$ cat src/rtl/pic_fetch_unit.sv
// Instruction fetch stage: PC, MAR, return stack and IR, handing one instruction at a time to execute.
// Fetch is 3 cycles (ADDR, ROM, LOAD) plus HOLD; the stage stalls in HOLD while ex_ready is low.
module pic_fetch_unit #(
    parameter int PC_W        = 11,
    parameter int IW          = 14,
    parameter int STACK_DEPTH = 8
) (
    input  logic            clk,
    input  logic            rst,
    output logic [PC_W-1:0] rom_addr,
    input  logic [IW-1:0]   rom_data,
    output logic [IW-1:0]   ir_q,
    output logic            ir_valid,
    input  logic            ex_ready,
    input  logic            jump,
    input  logic            call,
    input  logic            ret,
    input  logic            skip,
    input  logic [PC_W-1:0] jump_addr,
    output logic [PC_W-1:0] pc_q,
    output logic            stack_ovf,
    output logic            stack_unf
);
    localparam int PTR_W = (STACK_DEPTH > 1) ? $clog2(STACK_DEPTH) : 1;
    localparam logic [PC_W-1:0]  PC_ONE   = 1;
    localparam logic [PTR_W-1:0] PTR_ONE  = 1;
    localparam logic [PTR_W:0]   CNT_ONE  = 1;
    localparam logic [PTR_W:0]   CNT_FULL = (PTR_W + 1)'(STACK_DEPTH);

    typedef enum logic [1:0] {S_ADDR, S_ROM, S_LOAD, S_HOLD} state_t;

    state_t            state_q, state_d;
    logic [PC_W-1:0]   pc_d;
    logic [PC_W-1:0]   mar_q, mar_d;
    logic [IW-1:0]     ir_d;
    logic              ir_valid_q, ir_valid_d;
    logic [PTR_W-1:0]  sp_q, sp_d;
    logic [PTR_W:0]    cnt_q, cnt_d;
    logic              ovf_q, ovf_d;
    logic              unf_q, unf_d;
    logic [PC_W-1:0]   stack_q [STACK_DEPTH];
    logic [PC_W-1:0]   stack_d [STACK_DEPTH];
    logic [PTR_W-1:0]  top_idx;
    logic              consume;

    assign rom_addr  = mar_q;
    assign ir_valid  = ir_valid_q;
    assign stack_ovf = ovf_q;
    assign stack_unf = unf_q;
    assign consume   = ir_valid_q && ex_ready;

    always_comb begin
        state_d    = state_q;
        pc_d       = pc_q;
        mar_d      = mar_q;
        ir_d       = ir_q;
        ir_valid_d = ir_valid_q;
        sp_d       = sp_q;
        cnt_d      = cnt_q;
        ovf_d      = ovf_q;
        unf_d      = unf_q;
        stack_d    = stack_q;
        top_idx    = sp_q - PTR_ONE;
        case (state_q)
            S_ADDR: begin
                mar_d   = pc_q;
                pc_d    = pc_q + PC_ONE;
                state_d = S_ROM;
            end
            S_ROM: begin
                state_d = S_LOAD;
            end
            S_LOAD: begin
                ir_d       = rom_data;
                ir_valid_d = 1'b1;
                state_d    = S_HOLD;
            end
            S_HOLD: begin
                if (consume) begin
                    ir_valid_d = 1'b0;
                    state_d    = S_ADDR;
                    // pc_q already points past the consumed instruction, so it is the return address
                    if (ret) begin
                        if (cnt_q != '0) begin
                            pc_d  = stack_q[top_idx];
                            sp_d  = top_idx;
                            cnt_d = cnt_q - CNT_ONE;
                        end else begin
                            pc_d  = '0;
                            unf_d = 1'b1;
                        end
                    end else if (call) begin
                        stack_d[sp_q] = pc_q;
                        sp_d          = sp_q + PTR_ONE;
                        if (cnt_q == CNT_FULL) begin
                            ovf_d = 1'b1;
                        end else begin
                            cnt_d = cnt_q + CNT_ONE;
                        end
                        pc_d = jump_addr;
                    end else if (jump) begin
                        pc_d = jump_addr;
                    end else if (skip) begin
                        pc_d = pc_q + PC_ONE;
                    end
                end
            end
            default: begin
                state_d = S_ADDR;
            end
        endcase
    end

    always_ff @(posedge clk or posedge rst) begin
        if (rst) begin
            state_q    <= S_ADDR;
            pc_q       <= '0;
            mar_q      <= '0;
            ir_q       <= '0;
            ir_valid_q <= 1'b0;
            sp_q       <= '0;
            cnt_q      <= '0;
            ovf_q      <= 1'b0;
            unf_q      <= 1'b0;
            for (int i = 0; i < STACK_DEPTH; i++) begin
                stack_q[i] <= '0;
            end
        end else begin
            state_q    <= state_d;
            pc_q       <= pc_d;
            mar_q      <= mar_d;
            ir_q       <= ir_d;
            ir_valid_q <= ir_valid_d;
            sp_q       <= sp_d;
            cnt_q      <= cnt_d;
            ovf_q      <= ovf_d;
            unf_q      <= unf_d;
            stack_q    <= stack_d;
        end
    end
endmodule

$ cat config.mk
export PLATFORM = sky130hd
export DESIGN_NAME = pic_fetch_unit
export DESIGN_NICKNAME = d
export VERILOG_FILES = /design/src/rtl/pic_fetch_unit.sv
export SDC_FILE = /design/constraint.sdc
export NUM_CORES = 1
export LEC_CHECK = 0
export ABC_CLOCK_PERIOD_IN_PS = 4590
export CELL_PAD_IN_SITES_DETAIL_PLACEMENT = 0
export CELL_PAD_IN_SITES_GLOBAL_PLACEMENT = 1
export CORE_UTILIZATION = 40
export DETAILED_ROUTE_END_ITERATION = 10
export PLACE_DENSITY_LB_ADDON = 0.1
export SETUP_SLACK_MARGIN = 0.4
export SYNTH_ARGS = -nofsm -noshare
export SYNTH_HDL_FRONTEND = slang
export SYNTH_SLANG_ARGS = --single-unit
$ cat constraint.sdc
create_clock -name clk -period 4.59 [get_ports clk]
set_input_delay 0.6885 -clock clk [delete_from_list [all_inputs] [get_ports clk]]
set_output_delay 0.6885 -clock clk [all_outputs]
set_load 0.1 [all_outputs]
# Yosys cells after proc, flatten, opt, wreduce, memory -nomap -nowiden
# Cells that the tools add are included.
[totals]
ff_bits = 136
[op_classes]
add_sub_neg = 5
magnitude_cmp = 3
eq_ne = 8
mux = 24
n_bitwise = 4
n_reduce_logical = 14
[op_table]
columns = ["operator", "count"]
rows = [
  ["11-bit 2-to-1 mux", 9],
  ["88-bit bitwise mux", 1],
  ["11-bit binary-select mux with 3-bit select", 1],
  ["11-bit demux with 3-bit select", 1],
  ["11-bit case mux with 2 select lines", 1],
  ["4-bit 2-to-1 mux", 4],
  ["4-bit AND reduction", 3],
  ["11-bit by 1-bit adder with 11-bit output, second input constant", 1],
  ["5-bit AND reduction", 2],
  ["3-bit 2-to-1 mux", 3],
  ["4-bit >= comparator, second input constant", 2],
  ["3-bit inverter with 4-bit output", 2],
  ["2-bit case mux with 4 select lines", 1],
  ["2-bit nonzero test", 3],
  ["5-bit inequality test, second input constant", 1],
  ["4-bit by 1-bit adder with 4-bit output, second input constant", 1],
  ["2-bit == test, second input constant", 2],
  ["4-bit == test, second input constant", 1],
  ["4-bit by 1-bit < comparator with 1-bit output, second input constant", 1],
  ["2-bit inequality test, second input constant", 2],
  ["4-bit nonzero test", 1],
  ["4-bit by 1-bit subtractor with 4-bit output, second input constant", 1],
  ["3-bit by 1-bit adder with 3-bit output, second input constant", 1],
  ["3-bit AND reduction", 1],
  ["other kinds (10)", 12],
]

# Depth between registers and ports, before layout
# Gate-level depths: netlist of the first run.
[depth]
ltp_word = 9
mapped_depth = 10
ltp_nobuf = 7

# Worst setup path after synthesis of the first run
# OpenSTA, ideal clock, no wires.
[synth_path]
path_kind = "register to register"
startpoint = "register ir_valid_q, in the netlist ir_valid"
endpoint = "register stack_q[38] in the netlist's numbering"
setup_time_ns = 0.128
t_arrival_ns = 2.191
t_required_ns = 4.462
setup_slack_ns = 2.272
path_stages_with_launch = 6
period_less_slack_ns = 2.318
cell_sequence = "dfrtp_1 and4_4 nand3_2 nor3b_2 buf_4 mux2_1"
[synth_between]
elab_chain_cells = 2
[synth_lines]
columns = ["item", "line", "text"]
rows = [
  ["start, declared", "36", "logic ir_valid_q, ir_valid_d;"],
  ["start signal, assigned", "133", "ir_valid_q <= ir_valid_d;"],
  ["1-bit logical AND", "50", "assign consume = ir_valid_q && ex_ready;"],
  ["4-bit AND reduction (no line)", "--", ""],
  ["end signal, assigned", "138", "stack_q <= stack_d;"],
  ["end, declared", "41", "logic [PC_W-1:0] stack_q [STACK_DEPTH];"],
]
# No other way between the ends.
# A chain may end at the register's enable or synchronous reset.

# Worst setup path after layout of the first run
[layout_path]
startpoint = "register pc_q[6]"
endpoint = "output pc_q[6]"
[layout_rtl]
columns = ["item", "line", "text"]
rows = [
  ["start, declared", "20", "output logic [PC_W-1:0] pc_q,"],
  ["start signal, assigned", "130", "pc_q <= pc_d;"],
]
# No word-level cell between the ends.

==> results of run 1 <==
per-layer routing:
metal | track usage, % | up-vias | share of wire [%]
met2 | 32.1 | 103 | 46
li1 | - | 2039 | -
met1 | 29.6 | 2350 | 48
met4 | 6.77 | 0 | 1.3
met3 | 4.10 | 12 | 3.9
met5 | 0 | - | 0
power groups by stage:
| stage | Clock, uW | Combinational [uW] | Sequential, uW |
|---|---|---|---|
| 2_1_floorplan | 0 | 1480 | 2980 |
| 3_3_place_gp | 0 | 3260 | 2000 |
| 3_5_place_dp | 0 | 3290 | 2020 |
| 4_1_cts | 1390 | 3300 | 2000 |
| 5_1_grt | 1450 | 3470 | 2070 |
| 6_report | 1360 | 3280 | 2000 |
cell families (layout without fill, tap and decap cells):
group	Yosys count	after routing	synth area share, %
mux	138	138	27.0
flops	136	136	49.8
compound gates	87	87	8.40
simple gates	86	86	6.60
buf+inv	59	127	4.35
xor+xnor	16	16	2.16
fa+ha+maj	9	9	1.76
through the flow:
step	cell area (sq um)	hold WS [ns]	std cells	util [%]	total power, uW
after detailed placement	7670	0.459	787	46.1	5310
after CTS	8260	0.473	819	49.6	6690
final	8260	0.467	819	49.6	6640
after global routing	8260	0.489	819	49.6	6990
after floorplan	6840	0.445	531	-	4460
after global placement	7670	0.457	787	46.1	5260
area by class of cell:
type / count / area share [%]
Tap cell: 220 / 3.33
Sequential cell: 136 / 41.2
Clock buffer: 19 / 5.36
Clock inverter: 13 / 1.79
Multi-Input combinational cell: 336 / 38.0
Timing Repair Buffer: 80 / 9.55
Inverter: 15 / 0.727
worst paths after layout:
path                                    end  slack, ns  cells past startpoint
worst max register to register      pc_q[0]       1.60                      8
min in group asynchronous       stack_q[77]       0.85                      3
worst min-delay path              stack_unf       0.47                      1
max in group asynchronous          pc_q[10]       3.21                      3
worst min register to register    stack_unf       0.47                      1
worst max-delay path                pc_q[6]       1.45                      1
cells in the final DEF (no fill, tap or decap), types with 6 or more instances in the layout:
cell / synthesis / final
mux2_1: 36 / 36
nand3_1: 6 / 6
a21oi_1: 25 / 25
mux2_4: 30 / 30
mux2_2: 45 / 45
dfrtp_1: 136 / 136
ha_1: 8 / 8
mux4_2: 17 / 17
clkbuf_16: 0 / 17
mux2i_1: 10 / 10
clkinvlp_4: 0 / 8
clkdlybuf4s50_1: 0 / 70
o21ai_0: 16 / 16
nor2_1: 15 / 15
nor2b_1: 6 / 6
nand2_1: 29 / 29
xnor2_1: 9 / 9
xor2_1: 6 / 6
inv_1: 13 / 12
buf_4: 7 / 9
a31oi_1: 7 / 7
sequential cells by signal (all words and copies together), names as in the netlist:
register / cells
cnt_q: 4
ir_q: 14
ir_valid: 1
pc_q: 11
rom_addr: 11
sp_q: 3
stack_ovf: 1
stack_q: 88
stack_unf: 1
state_q: 2
==> metrics.cfg, run 1 <==
[run_status]
status = finished clean

[route]
ant_nets = 0
routedWlPerCell_um = 20.7
vias_per_cell = 5.50
totalWireLength_um = 16900
drt_iter0_drc = 330
dr.pass1.iters = 4
vias = 4504
drc = 0

[floorplan]
start_util_pct = 41.1
io-pin-count = 71
num_rows = 47
fp.dieW_um = 133
core_sq_um = 16600
die_area_sq_um = 17600
die_h_um = 133

[pwr]
power_frac_seq_pct = 30.1
powerDensity_nw_per_um2 = 804
clockPowerShare_pct = 20.4
combPwrFrac_pct = 49.4
internal_power_uw = 3500
vdd_drop_max_mv = 0.480
leakagePower_uw = 0.00374
p_sw_uw = 3140
switching_share_pct = 47.3

[global_routing]
grt_max_degree = 137
grtUsageTotal_pct = 20.9
grt_pass1_wl_um = 27600
grt_pass1_vias = 4800
grt_overflow = 0
antenna_found_initial = 0

[setup_path]
path_delay_family = buffers and inverters
cp_cell_sequence = clkdlybuf4s50_1
cp.arrival_ns = 2.45
critPathMaxFanout = 17
setup.worst_path.start_class = flop
cp_slowest_cell = clkdlybuf4s50_1
crit_path_end_kind = primary output
crit_path_start = pc_q[6]
cp.buffers_inverters = 1
rr_startpoint = sp_q[1]
crit_type = flop to primary output
crit_required_ns = 3.90
cpPeakStageDelay_ns = 1.26

[logic_synthesis]
synth_largest_area_cell = dfrtp_1
synth_cell_types = 60
yosysWarnings = 0
syn_area_per_cell_sq_um = 12.9
synth_top_area_share_pct = 49.8
seq_area_frac_synth_pct = 49.8
synth_commonest_cells = 136 x dfrtp_1, 45 x mux2_2, 36 x mux2_1, 30 x mux2_4, 29 x nand2_1
syn_nets = 572
synth_area_leaders = dfrtp_1 50%, mux2_2 7.4%, mux2_4 6.6%, mux2_1 5.9%, mux4_2 5.6%
synth.ff_latch_count = 136
yosysMostFrequentCell = dfrtp_1
ys.flop_type = dfrtp_1
synth_edf_count = 0
async_flop_share_pct = 100
syn_area_sq_um = 6840
synth_cells = 531

[timing]
hold_violations = 0
fin_crit_sh_pct = 68.4
setup_ws_ns = 1.45
fin_setup_tns_ns = 0
period_needed_ns = 3.14
drv_slew = 0
worstMarginPinSlew_ns = 1.12
setup_viol = 0
worst_slew_margin_rel_pct = 25.2
fmax_mhz = 318
rsz0062_at_grt = false
skew_ns = 0.0106

[final_layout]
n_antenna_cell = 0
area_growth_pct = 20.7
fin_nets = 627
multi_input_area_sq_um = 3140
regArea_sq_um = 3400
drive_gt1_share_pct = 24.5
nFillCells = 1461

[clocking]
cts_sinks = 136
root_buffer = clkbuf_16
cts_buffers = 17
postCtsSetupRepairBufs = 0
insertion_delay_ns = 0.42
ctsHoldBuffers = 0
clkTransAtPathRegs_ns = 0.06
htreeDepth = 4
cts_tree = built
cts_resized = 0
clockBufferDepth = 2

[placement]
preCtsSetupSlack_ns = 1.20
gp_congestion = 0.842
placement.io_buffers = 70
dp_hpwl_um = 11200

[worst_hold_path]
min_from = stack_unf
min_path_type = flop to flop

[job]
drv_cap = 0

No activity file was read; power rests on OpenSTA's default activity.
==> inputs of run 2 (changes only) <==
--- a/config.mk
+++ b/config.mk
@@ -5,7 +5,7 @@
 export SDC_FILE = /design/constraint.sdc
 export NUM_CORES = 1
 export LEC_CHECK = 0
-export ABC_CLOCK_PERIOD_IN_PS = 4590
+export ABC_CLOCK_PERIOD_IN_PS = 3300
 export CELL_PAD_IN_SITES_DETAIL_PLACEMENT = 0
 export CELL_PAD_IN_SITES_GLOBAL_PLACEMENT = 1
 export CORE_UTILIZATION = 40
==> constraint.sdc (replaced) <==
create_clock -name clk -period 3.3 [get_ports clk]
set_input_delay 0.495 -clock clk [delete_from_list [all_inputs] [get_ports clk]]
set_output_delay 0.495 -clock clk [all_outputs]
set_load 0.1 [all_outputs]
==> metrics.cfg, run 2 (same netlist as run 1, synthesis figures left out) <==
[timing]
hold_violations = 0
rsz0062_at_grt = false
setup_viol = 0
period_needed_ns = 2.56
fmax_mhz = 390
fin_crit_sh_pct = 77.7
worst_slew_margin_rel_pct = 34.7
skew_ns = 0.00527
drv_slew = 0
worstMarginPinSlew_ns = 0.977
hold-worst-slack_ns = 0.466
fin_setup_tns_ns = 0

[floorplan]
start_util_pct = 41.1
die_area_sq_um = 17600
num_rows = 47
core_sq_um = 16600
io-pin-count = 71
die_h_um = 133
fp.dieW_um = 133

[final_layout]
area_growth_pct = 21.8
drive_gt1_share_pct = 27.5
n_antenna_cell = 0
largest_reg_flops = 88
regMostFlops = stack_q
final_common_cell = dfrtp_1
nFillCells = 1461
fin_nets = 635
utilization_pct = 50.1
top_regs = stack_q x88, ir_q x14
final_cells = 827
final_cell_mix = 136 x dfrtp_1, 58 x clkdlybuf4s50_1, 45 x mux2_2

[placement]
placement.io_buffers = 70
placed_cells = 795
gp_congestion = 0.805
dp_hpwl_um = 11300

[clocking]
insertion_delay_ns = 0.43
root_buffer = clkbuf_16
cts_buffers = 17
cts_sinks = 136
clkTransAtPathRegs_ns = 0.06
cts_tree = built
ctsHoldBuffers = 0
htreeDepth = 4
cts_resized = 0
clockBufferDepth = 2
postCtsSetupRepairBufs = 0

[route]
vias_per_cell = 5.52
routedWlPerCell_um = 20.6
dr.pass1.iters = 5
vias = 4564
drt_iter0_drc = 272
totalWireLength_um = 17100
drc = 0
ant_nets = 0

[setup_path]
rr_endpoint = pc_q[3]
rr_startpoint = sp_q[1]
cp.arrival_ns = 2.88
cp-endpoint = pc_q[3]
crit_path_start = sp_q[1]
crit_path_end_kind = flop
setup.worst_path.start_class = flop
crit_required_ns = 3.61
critPathMaxFanout = 10
crit_type = flop to flop
r2r_cells = 7
ff2ff_setup_slack_ns = 0.74

[run_status]
status = finished clean

[global_routing]
grt_max_degree = 137
grt_pass1_vias = 4644
grt_overflow = 0
antenna_found_initial = 0
grtUsageTotal_pct = 20.9
grt_pass1_wl_um = 27400

[pwr]
finalPower_uw = 9390
leakagePower_uw = 0.00383
powerDensity_nw_per_um2 = 1130
vdd_drop_max_mv = 0.659

[worst_hold_path]
min_path_type = flop to flop

[job]
drv_cap = 0

==> run 2: per-stage QoR <==
stage | setup slack, ns | cell area, sq um
2_1_floorplan | 0.982 | 6840
3_3_place_gp | 0.649 | 7710
6_report | 0.737 | 8330
4_1_cts | 0.723 | 8330
3_5_place_dp | 0.671 | 7710
5_1_grt | 0.561 | 8330
==> run 2: worst min path at each step <==
stage                 from           to  slack, ns  cells after the start
6_report         stack_ovf    stack_ovf       0.47                      1
5_1_grt          stack_ovf    stack_ovf       0.48                      1
4_1_cts          stack_ovf    stack_ovf       0.47                      1
3_5_place_dp     stack_ovf    stack_ovf       0.46                      1
3_3_place_gp     stack_unf    stack_unf       0.45                      1
2_1_floorplan  stack_q[79]  stack_q[79]       0.44                      2
==> run 2: area by class of cell <==
class	count	area (sq um)	share of cell area [%]
Clock buffer	22	484	5.81
Clock inverter	10	141	1.70
Inverter	15	60.1	0.721
Multi-Input combinational cell	336	3140	37.7
Sequential cell	136	3400	40.8
Tap cell	220	275	3.30
Timing Repair Buffer	88	831	9.97
==> run 2: power breakdown <==
group / total (uW) / internal (uW) / switching, uW / leakage (uW)
Clock: 2010 / 1270 / 742 / 0.000303
Combinational: 4640 / 1560 / 3070 / 0.00177
Sequential: 2740 / 2200 / 539 / 0.00176
Total: 9390 / 5040 / 4360 / 0.00383
==> run 2: routing by layer <==
layer / part of all wire [%] / global-route usage (%) / routed length [um]
met1: 49 / 29.4 / 8330
met2: 45 / 31.7 / 7730
met3: 4.2 / 4.14 / 716
met4: 1.6 / 7.98 / 276
met5: 0 / 0 / 0
==> run 2: worst max-delay path: stages, from the launching register on <==
cell and delay (ns):
dfrtp_1 0.49, inv_1 0.13, ha_1 0.64, buf_4 0.29, mux4_2 0.31, mux2i_1 0.25, nor3_1 0.08, a211o_1 0.25
==> inputs of run 3 (changes only) <==
--- a/config.mk
+++ b/config.mk
@@ -5,7 +5,7 @@
 export SDC_FILE = /design/constraint.sdc
 export NUM_CORES = 1
 export LEC_CHECK = 0
-export ABC_CLOCK_PERIOD_IN_PS = 3300
+export ABC_CLOCK_PERIOD_IN_PS = 2400
 export CELL_PAD_IN_SITES_DETAIL_PLACEMENT = 0
 export CELL_PAD_IN_SITES_GLOBAL_PLACEMENT = 1
 export CORE_UTILIZATION = 40
==> constraint.sdc (replaced) <==
create_clock -name clk -period 2.4 [get_ports clk]
set_input_delay 0.36 -clock clk [delete_from_list [all_inputs] [get_ports clk]]
set_output_delay 0.36 -clock clk [all_outputs]
set_load 0.1 [all_outputs]
==> metrics.cfg, run 3 (same netlist as run 1, synthesis figures left out) <==
[placement]
placement.io_buffers = 70
gp_congestion = 0.817
dp_hpwl_um = 12200

[final_layout]
nFillCells = 1471
top_regs = stack_q x88, ir_q x14
final_common_cell = dfrtp_1
final_cell_mix = 126 x dfrtp_1, 93 x buf_4, 45 x mux2_2
drive_gt1_share_pct = 39.9
largest_reg_flops = 88
regMostFlops = stack_q
fin_nets = 680
n_antenna_cell = 0
utilization_pct = 52.5
area_growth_pct = 27.6

[setup_path]
cp.arrival_ns = 2.32
critPathMaxFanout = 4
setup.worst_path.start_class = flop
crit_path_end_kind = flop
rr_startpoint = sp_q[0]
crit_type = flop to flop
crit_path_start = sp_q[0]
crit_required_ns = 2.74

[route]
vias = 4673
drt-met1-wl_um = 8600
dr.pass1.iters = 4
routedWlPerCell_um = 20.9
routed.top_layer = met4
drt_iter0_drc = 280
vias_per_cell = 5.36
totalWireLength_um = 18200
wl_met3_um = 950
ant_nets = 0
drc = 0
met2_length_um = 8400

[timing]
setup_viol = 0
worst_slew_margin_rel_pct = 49.5
worstMarginPinSlew_ns = 0.757
fin_setup_tns_ns = 0
fmax_mhz = 505
fin_crit_sh_pct = 82.6
period_needed_ns = 1.98
drv_slew = 0
skew_ns = 0.00864
rsz0062_at_grt = true
hold_violations = 0

[worst_hold_path]
min_path_type = input port to asynchronous set/reset pin

[pwr]
leakagePower_uw = 0.00406
vdd_drop_max_mv = 1.15
powerDensity_nw_per_um2 = 1540
finalPower_uw = 13400

[clocking]
clkTransAtPathRegs_ns = 0.06
cts_tree = built
insertion_delay_ns = 0.42
cts_buffers = 17
root_buffer = clkbuf_16
htreeDepth = 4
ctsHoldBuffers = 0
clockBufferDepth = 2
cts_sinks = 136

[global_routing]
grtUsageTotal_pct = 21.9
grt_pass1_vias = 4815
antenna_found_initial = 0
grt_max_degree = 70
grt_overflow = 0
grt_pass1_wl_um = 28800

[floorplan]
fp.dieW_um = 133
die_area_sq_um = 17600
io-pin-count = 71
die_h_um = 133
num_rows = 47
core_sq_um = 16600
start_util_pct = 41.1

[run_status]
status = finished clean

[job]
drv_cap = 0

==> run 3: cell types whose count changed in the layout (fill, tap and decap cells not counted), sizes merged <==
cell / previous run / this run
clkdlybuf4s50: 58 / 31
clkbuf: 22 / 20
clkinvlp: 3 / 4
buf: 30 / 101
inv: 15 / 18
bufinv: 3 / 2
==> run 3: layout make-up <==
cell class	instances	area [sq um]	share of cell area, %
clock buffers	19	433	4.96
clock inverters	13	145	1.66
inverters	15	62.6	0.717
multi-input cells	336	3220	36.9
flip-flops and latches	136	3420	39.1
well taps	220	275	3.15
repair buffers	133	1170	13.5
==> run 3: path summary, 6_finish.rpt <==
check | end | slack (ns) | cells past startpoint
worst max-delay path | pc_q[10] | 0.42 | 7
worst min-delay path | rom_addr[0] | 0.21 | 2
worst max register to register | pc_q[10] | 0.42 | 7
worst min register to register | stack_unf | 0.48 | 1
max in group asynchronous | ir_valid | 1.55 | 3
min in group clk | stack_unf | 0.48 | 1
==> run 3: per-layer routing <==
layer,GRT usage [%],vias to the layer above
met5,0,-
met4,7.66,0
met3,4.83,20
met2,32.4,126
met1,31.8,2374
li1,-,2153
==> run 3: what timing repair did <==
action,in CTS,in global routing
setup endpoints to repair,17,33
resized for setup,4,19
buffers inserted,11,14
gates cloned,0,2
endpoints found under the hold margin,0,0
pin swaps,2,5
==> run 3: worst max-delay path, cell delays in order (launching register included) <==
cell and delay, ns:
dfrtp_1 0.41, inv_4 0.09, ha_4 0.17, xor2_2 0.29, mux4_2 0.58, nor3_1 0.19, a21oi_1 0.07, o211ai_1 0.11
==> run 3: per-stage QoR <==
step,setup WS (ns),hold WS (ns),instance area (sq um),std cells
after global placement,0.100,0.453,7840,813
after global routing,0.329,0.227,8730,872
after floorplan,0.201,0.443,6900,531
after detailed placement,0.114,0.467,7840,813
final,0.418,0.208,8730,872
after CTS,0.360,0.199,8520,856
==> run 3: report_power, final <==
group          switching (uW)  total, uW  internal (uW)
logic                    4430       7050           2610
clock network            1050       2590           1540
registers                 761       3810           3050
total                    6250      13400           7200
